**src/rtl/arm_regfile_banked_if.sv**
```systemverilog
// Bus bundle for arm_regfile_banked: decode read addresses, two writeback ports,
// SP bank select, PC advance and observation outputs.
interface arm_regfile_banked_if #(
    parameter int DATA_W = 32,
    parameter int NUM_RD = 2
);
    logic [NUM_RD*4-1:0]      rd_addr;
    logic [NUM_RD*DATA_W-1:0] rd_data;
    logic                     wa_en;
    logic [3:0]               wa_addr;
    logic [DATA_W-1:0]        wa_data;
    logic                     wb_en;
    logic [3:0]               wb_addr;
    logic [DATA_W-1:0]        wb_data;
    logic                     spsel;
    logic                     pc_en;
    logic [DATA_W-1:0]        pc_out;
    logic [DATA_W-1:0]        msp_out;
    logic [DATA_W-1:0]        psp_out;
    logic                     wr_collision;

    modport master (
        output rd_addr, wa_en, wa_addr, wa_data, wb_en, wb_addr, wb_data, spsel, pc_en,
        input  rd_data, pc_out, msp_out, psp_out, wr_collision
    );

    modport slave (
        input  rd_addr, wa_en, wa_addr, wa_data, wb_en, wb_addr, wb_data, spsel, pc_en,
        output rd_data, pc_out, msp_out, psp_out, wr_collision
    );
endinterface

```
**src/rtl/arm_regfile_banked.sv**
```systemverilog
// Cortex-M0-class register file: R0-R12, banked MSP/PSP, LR, self-advancing PC,
// NUM_RD combinational read ports, two write ports (B wins on collision).

// One read port: architectural view plus optional same-cycle forwarding.
module arm_regfile_rd_port #(
    parameter int DATA_W = 32,
    parameter int BYPASS = 1
) (
    input  logic [3:0]                  addr,
    input  logic [15:0][DATA_W-1:0]     view,
    input  logic                        wa_go,
    input  logic [3:0]                  wa_addr,
    input  logic [DATA_W-1:0]           wa_fwd,
    input  logic                        wb_go,
    input  logic [3:0]                  wb_addr,
    input  logic [DATA_W-1:0]           wb_fwd,
    output logic [DATA_W-1:0]           data
);
    always_comb begin
        data = view[addr];
        if (BYPASS != 0) begin
            if (wb_go && wb_addr == addr)      data = wb_fwd;
            else if (wa_go && wa_addr == addr) data = wa_fwd;
        end
    end
endmodule

module arm_regfile_banked #(
    parameter int              DATA_W      = 32,
    parameter int              NUM_RD      = 2,
    parameter int              BYPASS      = 1,
    parameter logic [DATA_W-1:0] RESET_SP  = 'h0000_0400,
    parameter logic [DATA_W-1:0] RESET_PC  = 'h0000_0000,
    parameter int              PC_INC      = 2,
    parameter int              PC_READ_OFS = 4
) (
    input  logic                 clk,
    input  logic                 rst_n,
    arm_regfile_banked_if.slave  bus
);
    typedef logic [DATA_W-1:0] word_t;

    localparam word_t INC = word_t'(PC_INC);
    localparam word_t OFS = word_t'(PC_READ_OFS);

    logic [12:0][DATA_W-1:0] gpr, gpr_n;
    word_t lr, lr_n, msp, msp_n, psp, psp_n, pc, pc_n;
    logic  collision;

    // SP writes keep word alignment, PC writes keep halfword alignment.
    function automatic word_t mask_wr(input logic [3:0] addr, input word_t d);
        case (addr)
            4'd13:   mask_wr = {d[DATA_W-1:2], 2'b00};
            4'd15:   mask_wr = {d[DATA_W-1:1], 1'b0};
            default: mask_wr = d;
        endcase
    endfunction

    word_t      wa_val, wb_val, wa_fwd, wb_fwd;
    logic       wa_go, wb_go;
    logic [1:0]       we;
    logic [1:0][3:0]  wad;
    logic [1:0][DATA_W-1:0] wv;

    assign wa_go  = bus.wa_en & rst_n;
    assign wb_go  = bus.wb_en & rst_n;
    assign wa_val = mask_wr(bus.wa_addr, bus.wa_data);
    assign wb_val = mask_wr(bus.wb_addr, bus.wb_data);
    assign wa_fwd = wa_val + ((bus.wa_addr == 4'd15) ? OFS : '0);
    assign wb_fwd = wb_val + ((bus.wb_addr == 4'd15) ? OFS : '0);

    // Port B applied last so it wins a same-address collision.
    assign we  = {bus.wb_en, bus.wa_en};
    assign wad = {bus.wb_addr, bus.wa_addr};
    assign wv  = {wb_val, wa_val};

    always_comb begin
        gpr_n = gpr;
        lr_n  = lr;
        msp_n = msp;
        psp_n = psp;
        pc_n  = bus.pc_en ? pc + INC : pc;
        for (int p = 0; p < 2; p++) begin
            if (we[p]) begin
                case (wad[p])
                    4'd13:   if (bus.spsel) psp_n = wv[p]; else msp_n = wv[p];
                    4'd14:   lr_n = wv[p];
                    4'd15:   pc_n = wv[p];
                    default: gpr_n[wad[p]] = wv[p];
                endcase
            end
        end
    end

    always_ff @(posedge clk or negedge rst_n) begin
        if (!rst_n) begin
            gpr       <= '0;
            lr        <= '0;
            msp       <= RESET_SP;
            psp       <= '0;
            pc        <= RESET_PC;
            collision <= 1'b0;
        end else begin
            gpr       <= gpr_n;
            lr        <= lr_n;
            msp       <= msp_n;
            psp       <= psp_n;
            pc        <= pc_n;
            collision <= bus.wa_en & bus.wb_en & (bus.wa_addr == bus.wb_addr);
        end
    end

    logic [15:0][DATA_W-1:0] view;

    always_comb begin
        for (int i = 0; i < 13; i++) view[i] = gpr[i];
        view[13] = bus.spsel ? psp : msp;
        view[14] = lr;
        view[15] = pc + OFS;
    end

    logic [NUM_RD-1:0][DATA_W-1:0] rdv;

    for (genvar k = 0; k < NUM_RD; k++) begin : g_rd
        arm_regfile_rd_port #(.DATA_W(DATA_W), .BYPASS(BYPASS)) u_rd (
            .addr    (bus.rd_addr[4*k +: 4]),
            .view    (view),
            .wa_go   (wa_go),
            .wa_addr (bus.wa_addr),
            .wa_fwd  (wa_fwd),
            .wb_go   (wb_go),
            .wb_addr (bus.wb_addr),
            .wb_fwd  (wb_fwd),
            .data    (rdv[k])
        );
    end

    assign bus.rd_data      = rdv;
    assign bus.pc_out       = pc;
    assign bus.msp_out      = msp;
    assign bus.psp_out      = psp;
    assign bus.wr_collision = collision;
endmodule

```
**src/flat_wrapper.sv**
```systemverilog
// flat-port wrapper written by rule: the top's interface ports become plain ports
module arm_regfile_banked_flat 
#(
    parameter int              DATA_W      = 32,
    parameter int              NUM_RD      = 2,
    parameter int              BYPASS      = 1,
    parameter logic [DATA_W-1:0] RESET_SP  = 'h0000_0400,
    parameter logic [DATA_W-1:0] RESET_PC  = 'h0000_0000,
    parameter int              PC_INC      = 2,
    parameter int              PC_READ_OFS = 4
)
  (clk, rst_n, bus_rd_addr, bus_wa_en, bus_wa_addr, bus_wa_data, bus_wb_en, bus_wb_addr, bus_wb_data, bus_spsel, bus_pc_en, bus_rd_data, bus_pc_out, bus_msp_out, bus_psp_out, bus_wr_collision);
  arm_regfile_banked_if #(.DATA_W(DATA_W), .NUM_RD(NUM_RD)) bus_i ();
  input  logic clk;
  input  logic rst_n;
  input wire logic [$bits(bus_i.rd_addr)-1:0] bus_rd_addr;
  input wire logic [$bits(bus_i.wa_en)-1:0] bus_wa_en;
  input wire logic [$bits(bus_i.wa_addr)-1:0] bus_wa_addr;
  input wire logic [$bits(bus_i.wa_data)-1:0] bus_wa_data;
  input wire logic [$bits(bus_i.wb_en)-1:0] bus_wb_en;
  input wire logic [$bits(bus_i.wb_addr)-1:0] bus_wb_addr;
  input wire logic [$bits(bus_i.wb_data)-1:0] bus_wb_data;
  input wire logic [$bits(bus_i.spsel)-1:0] bus_spsel;
  input wire logic [$bits(bus_i.pc_en)-1:0] bus_pc_en;
  output wire logic [$bits(bus_i.rd_data)-1:0] bus_rd_data;
  output wire logic [$bits(bus_i.pc_out)-1:0] bus_pc_out;
  output wire logic [$bits(bus_i.msp_out)-1:0] bus_msp_out;
  output wire logic [$bits(bus_i.psp_out)-1:0] bus_psp_out;
  output wire logic [$bits(bus_i.wr_collision)-1:0] bus_wr_collision;
  assign bus_i.rd_addr = bus_rd_addr;
  assign bus_i.wa_en = bus_wa_en;
  assign bus_i.wa_addr = bus_wa_addr;
  assign bus_i.wa_data = bus_wa_data;
  assign bus_i.wb_en = bus_wb_en;
  assign bus_i.wb_addr = bus_wb_addr;
  assign bus_i.wb_data = bus_wb_data;
  assign bus_i.spsel = bus_spsel;
  assign bus_i.pc_en = bus_pc_en;
  assign bus_rd_data = bus_i.rd_data;
  assign bus_pc_out = bus_i.pc_out;
  assign bus_msp_out = bus_i.msp_out;
  assign bus_psp_out = bus_i.psp_out;
  assign bus_wr_collision = bus_i.wr_collision;
  arm_regfile_banked #(.DATA_W(DATA_W), .NUM_RD(NUM_RD), .BYPASS(BYPASS), .RESET_SP(RESET_SP), .RESET_PC(RESET_PC), .PC_INC(PC_INC), .PC_READ_OFS(PC_READ_OFS)) u_core (.clk(clk), .rst_n(rst_n), .bus(bus_i));
endmodule
```
**config.mk**
```make
export PLATFORM = sky130hd
export DESIGN_NAME = arm_regfile_banked_flat
export DESIGN_NICKNAME = d
export VERILOG_FILES = /design/src/rtl/arm_regfile_banked_if.sv /design/src/rtl/arm_regfile_banked.sv /design/src/flat_wrapper.sv
export SDC_FILE = /design/constraint.sdc
export NUM_CORES = 2
export LEC_CHECK = 0
export CAP_MARGIN = 0
export CORE_MARGIN = 8
export CORE_UTILIZATION = 40
export CTS_CLUSTER_SIZE = 28
export DETAILED_ROUTE_END_ITERATION = 10
export PLACE_DENSITY = 0.65
export REMOVE_ABC_BUFFERS = 1
export SLEW_MARGIN = 5
export SYNTH_ARGS = -nofsm -noshare
export SYNTH_HDL_FRONTEND = slang
export SYNTH_SLANG_ARGS = --single-unit
```
**constraint.sdc**
```tcl
create_clock -name clk -period 8.35 [get_ports clk]
set_input_delay 1.67 -clock clk [delete_from_list [all_inputs] [get_ports clk]]
set_output_delay 1.67 -clock clk [all_outputs]
set_load 0.005 [all_outputs]
```
Word-level counts from Yosys, hierarchy flattened
Cells that the tools add are included.

Register bits: 545. Input bits: 86. Output and inout bits: 161. Word-level logic and storage cells: 95.

Add/subtract/negate cells: 4. Magnitude comparators: 6. Equality and inequality tests: 11. Multiplexer cells: 44. Bitwise gates (word level): 4. Reductions and logical operators: 8.

Operators with widths (number): 416-bit 2-to-1 mux (4); 32-bit 2-to-1 mux (30); 416-bit bitwise mux (2); 32-bit binary-select mux with 4-bit select (2); 32-bit demux with 4-bit select (2); 32-bit by 3-bit adder with 32-bit output (2); 32-bit by 2-bit adder with 32-bit output (second input constant) (1); 32-bit by 3-bit adder with 32-bit output (second input constant) (1); 4-bit equality test (second input constant) (6); 4-bit equality test (5); 4-bit by 5-bit less-than comparator with 1-bit output (second input constant) (4); 4-bit by 1-bit greater-or-equal comparator with 1-bit output (second input constant) (2); 2-bit one-hot mux with 2 select lines (2); 1-bit logical AND (6); 3-bit 2-to-1 mux (2); 3-bit OR reduction (2); 1-bit AND (4).

Depth between registers and ports, before layout
Depth in word-level cells: 10. Depth in mapped cells: 12. Mapped depth without buffers: 10.

Modules after synthesis
A second synthesis with hierarchy kept.

Cell total of the unflattened synthesis: 3779. Area total of the unflattened synthesis: 37527.2 um^2.

By module, submodules not included: arm_regfile_banked (instances 1, cells an instance 2917, area an instance 27890.5 um^2, sequential area each 13639.3 um^2); arm_regfile_rd_port (instances 2, cells an instance 431, area an instance 4818.4 um^2, sequential area each 0.0 um^2).

Worst setup path before layout
No wires, ideal clock.

Path type: input-to-output. Start point: input port bus_wb_addr[0]. End point: output port bus_rd_data[22]. Arrival time: 4.088 ns. Data required time: 6.680 ns. Path slack: 2.592 ns. Stages: 12. Buffers on the path: 2. Cells stage by stage: clkbuf_1 > clkbuf_1 > nand2_1 > nor2_1 > ha_1 > ha_1 > nand3_1 > nor4_1 > nand3_1 > xor2_1 > a22o_1 > a21oi_1.

Word-level cells in the longest chain between the ends: 4. Elaborated cells on any way between the ends: 8. Those cells by class: add/sub (1); eq/ne (3); mux (3); reduce/logical (1).

Ends and longest elaborated chain: start: declaration (line flat_wrapper.sv:21) `input wire logic [$bits(bus_i.wb_addr)-1:0] bus_wb_addr;`; 4-bit equality test (on tied branches) (line arm_regfile_banked.sv:52, arm_regfile_banked.sv:70); 2-bit one-hot mux with 2 select lines or 3-bit 2-to-1 mux (tied branches) (line arm_regfile_banked.sv:52, arm_regfile_banked.sv:70); 32-bit by 3-bit adder with 32-bit output (line arm_regfile_banked.sv:70) `assign wb_fwd = wb_val + ((bus.wb_addr == 4'd15) ? OFS : '0);`; 32-bit 2-to-1 mux (*) (line arm_regfile_banked.sv:22) `if (wb_go && wb_addr == addr) data = wb_fwd;`; end: declaration (line flat_wrapper.sv:25) `output wire logic [$bits(bus_i.rd_data)-1:0] bus_rd_data;`.

Mark *: on every way between the ends. The rest lies on a longest branch, timed or not.

Worst setup path in the final report
Start point: input port bus_wb_addr[1]. End point: output port bus_rd_data[51].

The elaborated chain is that of the path after synthesis.

==> load_flow_metrics.sql <==
INSERT INTO impl_metrics (metric_group, metric, value, unit) VALUES
('layout', 'syn_to_final_growth', '15.3', '%'),
('timing', 'final.setup.tns', '0', 'ns'),
('timing', 'setup_ws', '0.578', 'ns'),
('drt', 'route.vias.total', '34800', ''),
('run_status', 'result_of_the_run', 'finished clean', ''),
('grt', 'grt_first_pass_wirelength', '238000', 'um'),
('critical_path', 'critical_path.startpoint_type', 'primary input', ''),
('floorplan', 'placement_rows', '112', ''),
('yosys', 'synth.area.top_cells', 'sky130_fd_sc_hd__dfrtp_1 36%, sky130_fd_sc_hd__mux2i_1 15%, sky130_fd_sc_hd__mux4_2 12%', ''),
('min_path', 'hp-start', 'u_core.bus.psp_out[1]', ''),
('placement', 'placer_congestion_estimate', '0.995', ''),
('yosys', 'post_synth_inst_count', '4012', ''),
('placement', 'hpwl', '103000', 'um'),
('drt', 'via_per_inst', '6.54', ''),
('drt', 'remaining_drc_errors', '0', ''),
('cts', 'number_of_setup_buffers_added_after_cts', '0', ''),
('cts', 'path_clk_slew', '0.06', 'ns'),
('min_path', 'hold_crit_path_type', 'register to register', ''),
('cts', 'cts_hold_buffers', '0', ''),
('cts', 'cts_tree', 'yes', ''),
('layout', 'num-fill-cells', '8864', ''),
('yosys', 'yosysTopAreaCellShare', '36.2', '%'),
('timing', 'timing.max_slew.rel_slack', '20.4', '%'),
('yosys', 'yosys_warnings', '0', ''),
('drt', 'highest_metal_used', 'met5', ''),
('layout', 'post_route_cells_drive_above_1_share', '13.8', '%'),
('drt', 'ant_nets', '0', ''),
('placement', 'preCtsSetupSlack', '0.818', 'ns'),
('critical_path', 'cp_max_fo', '14', ''),
('critical_path', 'cp-end-kind', 'output port', ''),
('floorplan', 'io-pin-count', '247', ''),
('critical_path', 'r2r_cells', '7', ''),
('drt', 'met2RoutedLength', '70100', 'um'),
('layout', 'final_net_count', '4105', ''),
('yosys', 'post_synth_instance_area', '0.0376', 'mm2'),
('layout', 'area.sequential', '0.0136', 'mm2'),
('timing', 'timing.final.max_slew_violations', '0', ''),
('grt', 'grt_overflow_total', '0', ''),
('drt', 'routedLengthMet1', '62300', 'um'),
('min_path', 'holdPathEnd', 'u_core.bus.psp_out[1]', ''),
('grt', 'groute.usage.overall', '30.8', '%'),
('cts', 'max_h_tree_level', '3', ''),
('yosys', 'synth_edf_count', '0', ''),
('drt', 'wl_met3', '21500', 'um'),
('floorplan', 'starting_density_of_the_core', '40.3', '%'),
('cts', 'cts.sink_count', '545', ''),
('floorplan', 'die_width', '323', 'um'),
('timing', 'min_period_over_period', '93.1', '%'),
('timing', 'timing.clock.skew', '0.0202', 'ns'),
('yosys', 'synth_top_area_cell', 'sky130_fd_sc_hd__dfrtp_1', ''),
('floorplan', 'area_of_the_die', '0.104', 'mm2'),
('critical_path', 'worst-setup-path-type', 'primary input to output port', ''),
('layout', 'final_common_cell', 'sky130_fd_sc_hd__mux2i_1', ''),
('power', 'fin_total_pwr', '0.0102', 'W'),
('drt', 'drt_first_pass_iters', '8', ''),
('yosys', 'synth.lib_cells_used.distinct', '76', ''),
('layout', 'mostFrequentLayoutCells', '567 x sky130_fd_sc_hd__mux2i_1, 544 x sky130_fd_sc_hd__dfrtp_1, 403 x sky130_fd_sc_hd__nand2_1', ''),
('yosys', 'ys_seq_area_share', '36.3', '%'),
('grt', 'grt_pass1_vias', '33300', ''),
('timing', 'min_tclk_post_route', '7.77', 'ns'),
('timing', 'finalHoldWorstSlack', '0.539', 'ns'),
('placement', 'numPortBuffers', '246', ''),
('drt', 'drt-total-wl', '167000', 'um'),
('power', 'power_leakage', '19.2', 'nW'),
('yosys', 'synthArstFlopShare', '100', '%'),
('timing', 'rsz_0062_raised_after_global_routing', 'no', ''),
('critical_path', 'crit_required', '6.68', 'ns'),
('grt', 'antenna_found_initial', '5', ''),
('timing', 'report.final.setup_viol', '0', ''),
('timing', 'worstMarginPinSlew', '1.19', 'ns'),
('drt', 'detailedRoute.firstIterationViolations', '5345', '');
[logic make-up after synthesis]
| logic type | Yosys count | share of synthesized area (%) |
|---|---|---|
| compound gates | 968 | 14.6 |
| fa+ha+maj | 6 | 0.200 |
| xor+xnor | 119 | 2.77 |
| buf+inv | 474 | 5.01 |
| mux | 812 | 28.5 |
| flops | 545 | 36.3 |
| simple gates | 1088 | 12.6 |
[per-layer routing]
layer | GRT usage [%] | vias up
met5 | 0 | -
met4 | 19.8 | 4
met3 | 10.1 | 659
met2 | 44.6 | 2687
met1 | 39.4 | 16900
li1 | - | 14600
[cell usage after synthesis, drive strengths merged, types with 5 or more instances]
library cell and n:
o2111ai 8, and4 14, buf 101, a31oi 16
clkbuf 358, a211oi 40, nand2b 17, nand3 75
and2 16, o311ai 5, a221oi 10, dfrtp 544
xnor2 72, or2 5, or3 16, o211ai 28
nand4 37, nor2b 8, o21ai 358, a21oi 378
nor4 16, nand2 411, xor2 47, nor3b 6
mux2i 567, o22ai 33, and3 22, inv 14
mux4 204, or4 6, o221ai 34, nor3 34
nor2 399, a2111oi 8, mux2 41, ha 6
o31ai 10
[sequential cells by signal (all words and copies together), names as in the netlist]
name                     count
u_core.lr                   32
u_core.bus.psp_out          32
u_core.bus.msp_out          32
u_core.gpr                 416
u_core.bus.pc_out           32
u_core.bus.wr_collision      1
[report_power, final]
part | internal, W | switching, W | total (W)
sequential | 0.00332 | 0.000643 | 0.00396
combinational | 0.00161 | 0.00156 | 0.00317
clock | 0.00177 | 0.00125 | 0.00302
[area by class of cell]
class,count,area share [%]
inverter,15,0.130
antenna,4,0.0231
tap,1254,3.62
sequential,545,31.5
multi-input combinational,2993,51.3
timing repair buffer,391,8.35
clock buffer,99,4.56
clock inverter,21,0.554
[through the flow]
stage | instance area, um2 | instances | util [%]
floorplan | 35800 | 3553 | -
detailed placement | 41100 | 5198 | 44.1
global placement | 41100 | 5198 | 44.1
global route | 43400 | 5318 | 46.5
CTS | 43400 | 5318 | 46.5
finish | 43400 | 5322 | 46.5
[worst max-delay path by stage]
stage                         from         endpoint  slack (ns)  cells after the start
floorplan           bus_wb_addr[0]  u_core.gpr[130]        1.94                      2
global placement    bus_wb_addr[1]  bus_rd_data[55]        0.76                     12
detailed placement  bus_wb_addr[1]  bus_rd_data[55]        0.82                     12
CTS                 bus_wb_addr[1]  bus_rd_data[51]        0.80                     12
global route        bus_wb_addr[1]  bus_rd_data[51]        0.55                     12
finish              bus_wb_addr[1]  bus_rd_data[51]        0.58                     12
[critical path: stages]
cell and delay [ns]:
sky130_fd_sc_hd__clkdlybuf4s50_1 0.48, sky130_fd_sc_hd__buf_4 0.24, sky130_fd_sc_hd__nand2_1 0.18, sky130_fd_sc_hd__nor2_1 0.43
sky130_fd_sc_hd__ha_1 0.28, sky130_fd_sc_hd__nand3_1 0.29, sky130_fd_sc_hd__nor4_1 0.96, sky130_fd_sc_hd__nand2_1 0.20
sky130_fd_sc_hd__xnor2_1 0.26, sky130_fd_sc_hd__o22ai_1 0.13, sky130_fd_sc_hd__a31oi_1 0.37, sky130_fd_sc_hd__clkdlybuf4s50_1 0.60
No activity file was read; power rests on OpenSTA's default activity.
